`config.mk`:
```
export PLATFORM = sky130hd
export DESIGN_NAME = max7219_refresh_scheduler
export DESIGN_NICKNAME = d
export VERILOG_FILES = /design/src/rtl/max7219_pkg.sv /design/src/rtl/max7219_word_fmt.sv /design/src/rtl/max7219_refresh_scheduler.sv
export SDC_FILE = /design/constraint.sdc
export NUM_CORES = 1
export LEC_CHECK = 0
export CAP_MARGIN = 20
export CORE_ASPECT_RATIO = 1.5
export CORE_MARGIN = 3
export CORE_UTILIZATION = 45
export DETAILED_ROUTE_END_ITERATION = 6
export PLACE_DENSITY_LB_ADDON = 0.05
export SKIP_LAST_GASP = 1
export SLEW_MARGIN = 20
export SYNTH_ARGS = -nofsm -noshare
export SYNTH_HDL_FRONTEND = slang
export SYNTH_SLANG_ARGS = --single-unit
```
`constraint.sdc`:
```
create_clock -name clk -period 6.3 [get_ports clk]
set_input_delay 1.26 -clock clk [delete_from_list [all_inputs] [get_ports clk]]
set_output_delay 1.26 -clock clk [all_outputs]
set_load 0.02 [all_outputs]
```
`src/rtl/max7219_pkg.sv`:
```
// Shared constants and types for the MAX7219 refresh scheduler.
package max7219_pkg;

  localparam logic [3:0] ADDR_DIGIT0    = 4'h1;
  localparam logic [3:0] ADDR_DECODE    = 4'h9;
  localparam logic [3:0] ADDR_INTENSITY = 4'hA;
  localparam logic [3:0] ADDR_SCAN      = 4'hB;
  localparam logic [3:0] ADDR_SHUTDOWN  = 4'hC;
  localparam logic [3:0] ADDR_TEST      = 4'hF;

  localparam int unsigned INIT_LEN = 5;

  typedef enum logic [1:0] {ST_INIT, ST_IDLE, ST_FRAME, ST_CFG} state_t;
  typedef enum logic {PH_ISSUE, PH_WAITD} phase_t;
  typedef enum logic [1:0] {FMT_INIT, FMT_DIGIT, FMT_INTEN} fmt_mode_t;

endpackage

```
`src/rtl/max7219_word_fmt.sv`:
```
// Combinational packer: builds the 16-bit {4'h0, addr, data} driver word.
module max7219_word_fmt
  import max7219_pkg::*;
#(
  parameter logic [2:0] SCAN_LIMIT     = 3'd5,
  parameter logic [3:0] INTENSITY_INIT = 4'h8
) (
  input  fmt_mode_t   i_mode,
  input  logic [2:0]  i_idx,
  input  logic [7:0]  i_data,
  output logic [15:0] o_word
);

  logic [3:0] w_digit_addr;

  assign w_digit_addr = ADDR_DIGIT0 + {1'b0, i_idx};

  always_comb begin
    o_word = '0;
    case (i_mode)
      FMT_INIT: begin
        case (i_idx)
          3'd0:    o_word = {4'h0, ADDR_SHUTDOWN, 8'h01};
          3'd1:    o_word = {4'h0, ADDR_DECODE, 8'hFF};
          3'd2:    o_word = {4'h0, ADDR_SCAN, 5'b00000, SCAN_LIMIT};
          3'd3:    o_word = {4'h0, ADDR_INTENSITY, 4'h0, INTENSITY_INIT};
          3'd4:    o_word = {4'h0, ADDR_TEST, 8'h00};
          default: o_word = '0;
        endcase
      end
      FMT_DIGIT: o_word = {4'h0, w_digit_addr, i_data};
      FMT_INTEN: o_word = {4'h0, ADDR_INTENSITY, i_data};
      default:   o_word = '0;
    endcase
  end

endmodule

```
`src/rtl/max7219_refresh_scheduler.sv`:
```
// Sequences init, per-tick digit refresh frames and intensity updates to the SPI master.
module max7219_refresh_scheduler
  import max7219_pkg::*;
#(
  parameter int unsigned NUM_DIGITS     = 6,
  parameter logic [2:0]  SCAN_LIMIT     = 3'd5,
  parameter logic [3:0]  INTENSITY_INIT = 4'h8
) (
  input  logic                    clk,
  input  logic                    res,
  input  logic                    tick,
  input  logic                    display_ena,
  input  logic [4*NUM_DIGITS-1:0] digits,
  input  logic [NUM_DIGITS-1:0]   dp_mask,
  input  logic                    intensity_req,
  input  logic [3:0]              intensity_val,
  output logic                    intensity_ack,
  output logic                    word_valid,
  output logic [15:0]             word_data,
  input  logic                    word_accept,
  input  logic                    word_done,
  output logic                    init_done,
  output logic                    busy,
  output logic                    overrun
);

  localparam logic [2:0] LAST_INIT  = 3'(INIT_LEN - 1);
  localparam logic [2:0] LAST_DIGIT = 3'(NUM_DIGITS - 1);

  state_t                  r_state, w_nxt_state;
  phase_t                  r_phase, w_nxt_phase;
  logic [2:0]              r_idx, w_nxt_idx, w_idx_inc, w_fmt_idx;
  logic                    r_valid, r_init_done, r_busy, r_ack, r_ovr, r_pend;
  logic [15:0]             r_word;
  logic [4*NUM_DIGITS-1:0] r_snap_digits;
  logic [NUM_DIGITS-1:0]   r_snap_dp;
  logic                    w_load, w_clr_valid, w_snap, w_init_fin, w_ack, w_ovr;
  logic                    w_pend_nxt, w_tick;
  fmt_mode_t               w_fmt_mode;
  logic [7:0]              w_fmt_data;
  logic [15:0]             w_word;

  assign w_tick    = tick & display_ena;
  assign w_idx_inc = r_idx + 3'd1;

  max7219_word_fmt #(
    .SCAN_LIMIT    (SCAN_LIMIT),
    .INTENSITY_INIT(INTENSITY_INIT)
  ) u_fmt (
    .i_mode(w_fmt_mode),
    .i_idx (w_fmt_idx),
    .i_data(w_fmt_data),
    .o_word(w_word)
  );

  // Next word is formatted from next-state values so it registers on the same edge it is chosen.
  always_comb begin
    w_nxt_state = r_state;
    w_nxt_phase = r_phase;
    w_nxt_idx   = r_idx;
    w_load      = 1'b0;
    w_clr_valid = 1'b0;
    w_snap      = 1'b0;
    w_init_fin  = 1'b0;
    w_ack       = 1'b0;
    w_ovr       = 1'b0;
    w_pend_nxt  = r_pend;
    w_fmt_mode  = FMT_INIT;
    w_fmt_idx   = r_idx;
    w_fmt_data  = '0;
    case (r_state)
      ST_IDLE: begin
        if (intensity_req) begin
          w_nxt_state = ST_CFG;
          w_nxt_phase = PH_ISSUE;
          w_load      = 1'b1;
          w_fmt_mode  = FMT_INTEN;
          w_fmt_data  = {4'h0, intensity_val};
          if (w_tick) begin
            if (r_pend) w_ovr = 1'b1;
            else        w_pend_nxt = 1'b1;
          end
        end else if (r_pend || w_tick) begin
          w_nxt_state = ST_FRAME;
          w_nxt_phase = PH_ISSUE;
          w_nxt_idx   = '0;
          w_load      = 1'b1;
          w_snap      = 1'b1;
          w_pend_nxt  = 1'b0;
          w_fmt_mode  = FMT_DIGIT;
          w_fmt_idx   = '0;
          w_fmt_data  = {dp_mask[0], 3'b000, digits[3:0]};
        end
      end
      default: begin
        if (r_state != ST_INIT && w_tick) begin
          if (r_pend) w_ovr = 1'b1;
          else        w_pend_nxt = 1'b1;
        end
        if (r_phase == PH_ISSUE) begin
          if (!r_valid) begin
            w_load = 1'b1;
          end else if (word_accept) begin
            w_clr_valid = 1'b1;
            w_nxt_phase = PH_WAITD;
            w_ack       = (r_state == ST_CFG);
          end
        end else if (word_done) begin
          case (r_state)
            ST_INIT: begin
              if (r_idx == LAST_INIT) begin
                w_nxt_state = ST_IDLE;
                w_init_fin  = 1'b1;
              end else begin
                w_nxt_idx   = w_idx_inc;
                w_nxt_phase = PH_ISSUE;
                w_load      = 1'b1;
                w_fmt_idx   = w_idx_inc;
              end
            end
            ST_FRAME: begin
              if (r_idx == LAST_DIGIT) begin
                w_nxt_state = ST_IDLE;
              end else begin
                w_nxt_idx   = w_idx_inc;
                w_nxt_phase = PH_ISSUE;
                w_load      = 1'b1;
                w_fmt_mode  = FMT_DIGIT;
                w_fmt_idx   = w_idx_inc;
                w_fmt_data  = {r_snap_dp[w_idx_inc], 3'b000, r_snap_digits[4*w_idx_inc +: 4]};
              end
            end
            default: w_nxt_state = ST_IDLE;
          endcase
        end
      end
    endcase
  end

  always_ff @(posedge clk or posedge res) begin
    if (res) begin
      r_state       <= ST_INIT;
      r_phase       <= PH_ISSUE;
      r_idx         <= '0;
      r_valid       <= 1'b0;
      r_word        <= '0;
      r_init_done   <= 1'b0;
      r_busy        <= 1'b1;
      r_ack         <= 1'b0;
      r_ovr         <= 1'b0;
      r_pend        <= 1'b0;
      r_snap_digits <= '0;
      r_snap_dp     <= '0;
    end else begin
      r_state <= w_nxt_state;
      r_phase <= w_nxt_phase;
      r_idx   <= w_nxt_idx;
      if (w_load) begin
        r_valid <= 1'b1;
        r_word  <= w_word;
      end else if (w_clr_valid) begin
        r_valid <= 1'b0;
      end
      if (w_snap) begin
        r_snap_digits <= digits;
        r_snap_dp     <= dp_mask;
      end
      if (w_init_fin) r_init_done <= 1'b1;
      r_busy <= (w_nxt_state != ST_IDLE);
      r_ack  <= w_ack;
      r_ovr  <= w_ovr;
      r_pend <= w_pend_nxt;
    end
  end

  assign word_valid    = r_valid;
  assign word_data     = r_word;
  assign init_done     = r_init_done;
  assign busy          = r_busy;
  assign intensity_ack = r_ack;
  assign overrun       = r_ovr;

endmodule

```
# [Word level (Yosys, flattened, before mapping)]
# Cells that the tools add are included.
[classes] addsub=2 n_lt_le_gt_ge=1 eq_ne=14 shift=1 muxes=76 n_bitwise=1 reduce_logical=9
[ops] cell="case mux 12 bit (5 select lines)" n=1
[ops] cell="2-to-1 mux 8 bit" n=7
[ops] cell="2-to-1 mux 1 bit" n=46
[ops] cell="case mux 12 bit (3 select lines)" n=1
[ops] cell="indexed part select 24 x 6 -> 4 bit" n=1
[ops] cell="2-to-1 mux 3 bit" n=7
[ops] cell="2-to-1 mux 2 bit" n=9
[ops] cell="== test 3 bit (second input constant)" n=3
[ops] cell="== test 2 bit (second input constant)" n=3
[ops] cell="== test 3 x 2 -> 1 bit (second input constant)" n=2
[ops] cell="inequality test 3 bit (second input constant)" n=2
[ops] cell="case mux 3 bit (2 select lines)" n=1
[ops] cell="nonzero test 2 bit" n=3
[ops] cell="adder 1 x 3 -> 4 bit (first input constant)" n=1
[ops] cell="== test 2 x 1 -> 1 bit (second input constant)" n=2
[ops] cell="logical NOT 2 bit" n=2
[ops] cell="< comparator 3 x 4 -> 1 bit (second input constant)" n=1
[ops] cell="case mux 1 bit (2 select lines)" n=2
[ops] cell="case mux 2 bit (2 select lines)" n=1
[ops] cell="adder 3 x 1 -> 3 bit (second input constant)" n=1
[ops] cell="binary-select mux 1 bit (select 3 bit)" n=1
[ops] cell="== test 3 x 1 -> 1 bit (second input constant)" n=1
[ops] cell="logical NOT 3 bit" n=1
[ops] cell="AND reduction 3 bit" n=1
[ops] cell="4 further kinds" n=4
[word_totals] regBits=58 in_bits=41 out_inout_bits=21 wordCells=116

# [Depth between registers and ports, before layout]
[logic_depth] word_depth=9 ltp_mapped=12 depth_no_buf=11

# [By module]
# From an unflattened synthesis, not the netlist that was laid out.
[hier_totals] hier_cells=257 area_unflattened_um2=3055.4
[modules_own_cells] module="max7219_refresh_scheduler" instances=1 cells_each=197 area_each_um2=2686.3 seq_area_each_um2=1452.6
[modules_own_cells] module="max7219_word_fmt" instances=1 cells_each=60 area_each_um2=369.1 seq_area_each_um2=0.0

# [Worst setup path before layout]
# OpenSTA, ideal clock, no wires.
[synth_path] path_type="input to register" from="in word_done" to="reg r_word[11] (netlist: word_data[11])" setup_ns=0.124 arrival_ns=3.207 required_time_ns=6.176 slack_ns=2.969 path_stages=8 path_buffers=0 cell_sequence="and3b_2 -> o21ai_1 -> mux2i_1 -> inv_1 -> ha_1 -> o22a_1 -> or3_1 -> a211o_1"
[synth_between] elab_chain_len=6 elab_cells_between_ends=20 cone_classes="1 x add/sub; 6 x eq/ne; 11 x mux; 2 x reduce/logical"
[synth_lines] element="start, declared" line="max7219_refresh_scheduler.sv:21" source="input logic word_done,"
[synth_lines] element="2-to-1 mux 3 bit * (2 in a row)"
[synth_lines] element="2-to-1 mux 3 bit *" line="max7219_refresh_scheduler.sv:71" source="case (r_state)"
[synth_lines] element="net u_fmt.i_idx[0]" line="max7219_word_fmt.sv:9" source="input logic [2:0] i_idx,"
[synth_lines] element="== test 3 bit (tied with other cells)" line="max7219_word_fmt.sv:22" source="case (i_idx)"
[synth_lines] element="case mux 12 bit (5 select lines)" line="max7219_word_fmt.sv:22"
[synth_lines] element="case mux 12 bit (3 select lines) *" line="max7219_word_fmt.sv:20" source="case (i_mode)"
[synth_lines] element="end signal, assigned" line="max7219_refresh_scheduler.sv:160" source="r_word <= w_word;"
[synth_lines] element="end, declared" line="max7219_refresh_scheduler.sv:34" source="logic [15:0] r_word;"
# The timed path passes the listed nets; every way through them passes the cells marked *.
# A chain may end at the register's enable or synchronous reset.

# [Worst setup path in the final report]
[layout_path] from="in intensity_req" to="reg r_word[11] (netlist: word_data[11])"
[layout_between] elab_chain_len=5 elab_cells_between_ends=17 cone_classes="1 x add/sub; 6 x eq/ne; 8 x mux; 2 x reduce/logical"
[layout_lines] element="start, declared" line="max7219_refresh_scheduler.sv:15" source="input logic intensity_req,"
[layout_lines] element="2-to-1 mux 3 bit *"
[layout_lines] element="2-to-1 mux 3 bit *" line="max7219_refresh_scheduler.sv:71"
[layout_lines] element="net u_fmt.i_idx[0]" line="max7219_word_fmt.sv:9"
[layout_lines] element="== test 3 bit (tied with other cells)" line="max7219_word_fmt.sv:22"
[layout_lines] element="case mux 12 bit (5 select lines)" line="max7219_word_fmt.sv:22"
[layout_lines] element="case mux 12 bit (3 select lines) *" line="max7219_word_fmt.sv:20"
# Marked as above.

==> impl_metrics.env <==
export IMPL_outcome="complete, no violations"
export IMPL_synth_seq_area_share=0.4747
export IMPL_clk_pin_slew_ps=110
export IMPL_r2r_slack_ps=2640
export IMPL_yosysWarnings=0
export IMPL_finalCritPeriodShare=0.6349
export IMPL_maxCapViolCount=0
export IMPL_holdCritPathClass="reg2reg"
export IMPL_grt_max_degree=35
export IMPL_remaining_drc_errors=0
export IMPL_synthFlopType="dfrtp_1"
export IMPL_hold_viol_final=0
export IMPL_antenna_found_initial=0
export IMPL_hold_ws_ps=478.5
export IMPL_r2r_start="r_idx[0]"
export IMPL_place_ws_ps=1977
export IMPL_stdcell_count=419
export IMPL_min_delay_start="init_done"
export IMPL_avgSynthCellArea_um2=9.270
export IMPL_clkLatencyLatePin_ps=310
export IMPL_fp_dieH_um=101.6
export IMPL_drt_first_pass_iters=4
export IMPL_grt_pass1_vias=2337
export IMPL_synth_top_cell_area_share=0.4651
export IMPL_grt_pass1_wl_um=11060
export IMPL_via_count=2252
export IMPL_grt_use_met3=0.02880
export IMPL_synth_async_reset_ratio=1.000
export IMPL_power_mw=1.674
export IMPL_tns_ps=0
export IMPL_drt_iter0_markers=138
export IMPL_n_fill_cell=570
export IMPL_period_minus_slack_ps=4000
export IMPL_chipWidth_um=69.76
export IMPL_drive_gt1_frac=0.06340
export IMPL_finalSetupViolations=0
export IMPL_timing_final_ws_setup_ps=2300
export IMPL_busiest_layer="met2"
export IMPL_grt_total_usage=0.1963
export IMPL_start_util=0.4674
export IMPL_worst_ep_arrival_time_ps=4210
export IMPL_diodes=0
export IMPL_max_slew_margin=0.3228
export IMPL_htreeDepth=2
export IMPL_cts_tree="done"
export IMPL_r2r_end="word_data[11]"
export IMPL_synth_seq_cells=52
export IMPL_ctsHoldBuffers=0
export IMPL_syn_area_mm2=0.002744
export IMPL_final_net_count=395
export IMPL_rsz0062_at_grt="false"
export IMPL_crit_required_ps=6510
export IMPL_row_count=34
export IMPL_grt_met2_usage=0.3559
export IMPL_overflow=0
export IMPL_wl_per_cell_um=15.74
export IMPL_drt_total_wl_um=6594
export IMPL_post_cts_buffers=0
export IMPL_synth_cells=296
export IMPL_timing_fmax_ghz=0.2500
export IMPL_boundaryPins=62
export IMPL_clock_skew_ps=14.36
export IMPL_die_area_mm2=0.007090
export IMPL_grtUsageMet1=0.2309
export IMPL_clock_sinks=52
export IMPL_min_delay_path_depth=1
export IMPL_powerDensity_mw_per_mm2=483.2
export IMPL_numCtsBuffers=5
export IMPL_leakage_nw=1.638
export IMPL_cp_end_kind="flip-flop"
export IMPL_synth_edf_count=0
export IMPL_rr_worst_depth=9
export IMPL_routed_via_density=5.375
export IMPL_tightest_slew_ps=1013
export IMPL_worstPathMaxFanout=6
export IMPL_hold_path_end="init_done"
export IMPL_drv_slew=0
export IMPL_startpoint_type="input port"
export IMPL_vdd_drop_max_v=0.0002300
export IMPL_globalplace_congestion=0.9554
export IMPL_area_delta_synth_final_pct=26.22
export IMPL_place_inst=411
export IMPL_postCtsResizedCells=0
export IMPL_synthTopCellsByArea="dfrtp_1 47%, nand2_1 15%, mux4_2 4.1%"
export IMPL_ant_nets=0
export IMPL_dp_hpwl_um=4945
export IMPL_path_class="in2reg"
export IMPL_synth_area_leader_cell="dfrtp_1"
export IMPL_portBuffers=57
export IMPL_cts_buffer_depth=2
export IMPL_synth_distinct_cells=57
export IMPL_root_buffer="clkbuf_8"
export IMPL_coreArea_mm2=0.005871
==> critical path: stages <==
cell,delay [ps]
clkdlybuf4s50_1,530
nor3b_1,550
a21oi_1,140
mux2i_1,420
inv_1,170
ha_1,280
o22a_1,250
or3_1,310
a211o_1,290
==> layout make-up <==
| cell class | count | area (um^2) | share of cell area |
|---|---|---|---|
| Multi-Input combinational cell | 219 | 1318 | 0.3804 |
| Timing Repair Buffer | 59 | 598.1 | 0.1727 |
| Clock inverter | 2 | 38.79 | 0.01120 |
| Tap cell | 72 | 90.09 | 0.02601 |
| Inverter | 9 | 33.78 | 0.009754 |
| Clock buffer | 6 | 82.58 | 0.02384 |
| Sequential cell | 52 | 1303 | 0.3761 |
==> metrics by stage <==
stage	cell area, um^2	util
after CTS	3463	0.5899
final	3463	0.5899
after global routing	3463	0.5899
after floorplan	2755	-
after detailed placement	3342	0.5693
after global placement	3322	0.5659
==> Yosys cell counts, types with 3 or more instances <==
| cell type | number |
|---|---|
| nand2_1 | 106 |
| dfrtp_1 | 51 |
| a21oi_1 | 9 |
| clkbuf_1 | 9 |
| inv_1 | 9 |
| nor2_1 | 9 |
| ha_1 | 8 |
| mux2i_1 | 8 |
| buf_4 | 7 |
| o21ai_0 | 6 |
| mux4_2 | 5 |
| o31ai_1 | 5 |
| a31oi_1 | 3 |
| nand3_1 | 3 |
| nand4_1 | 3 |
==> worst max-delay path by stage <==
stage             startpoint            end  slack (ps)  cells after the start
4_1_cts        intensity_req  word_data[11]        2300                      9
3_3_place_gp   intensity_req  word_data[11]        2160                      9
5_1_grt        intensity_req  word_data[11]        2090                      9
3_5_place_dp   intensity_req  word_data[11]        1980                      9
6_report       intensity_req  word_data[11]        2300                      9
2_1_floorplan      word_done  word_data[11]        2970                      8
==> per-layer routing <==
metal | vias to the layer above | part of all wire
met5 | - | 0
met2 | 52 | 0.53
li1 | 1105 | -
met3 | 12 | 0.034
met1 | 1083 | 0.41
met4 | 0 | 0.025
==> layout by cell type (no fill, tap or decap), types with 3 or more instances in the layout <==
master	n
nand2_1	106
inv_1	8
o21ai_0	6
dfrtp_1	51
o31ai_1	5
conb_1	4
nor2_1	9
nand4_1	3
mux2i_1	8
ha_1	8
a31oi_1	3
nand3_1	3
a21oi_1	9
clkdlybuf4s50_1	57
clkbuf_8	6
mux4_2	5
==> kinds of logic (layout without fill, tap and decap cells) <==
kind of cell | count (synthesis) | in the layout | share of synthesized area
other | 1 | 4 | 0.001367
xor gates and xnor gates | 2 | 2 | 0.006385
buffers and inverters | 28 | 76 | 0.05153
AOI/OAI and AO/OA | 48 | 48 | 0.1268
muxes | 13 | 13 | 0.07023
and+or+nand+nor | 144 | 144 | 0.2326
adders and majority gates | 8 | 8 | 0.03648
DFF | 52 | 52 | 0.4747
==> report_power, final <==
group | internal [mW] | leakage, nW | switching [mW]
sequential | 0.482 | 0.650 | 0.118
clock | 0.130 | 0.0614 | 0.119
combinational | 0.376 | 0.926 | 0.449
==> sequential cells by signal, summed over array words and instances, names as in the netlist <==
register / flops
r_pend: 1
r_idx: 3
word_data: 10
r_phase: 1
intensity_ack: 1
r_snap_dp: 6
init_done: 1
r_state: 2
word_valid: 1
overrun: 1
r_snap_digits: 24
busy: 1
No activity file was read; power rests on OpenSTA's default activity.
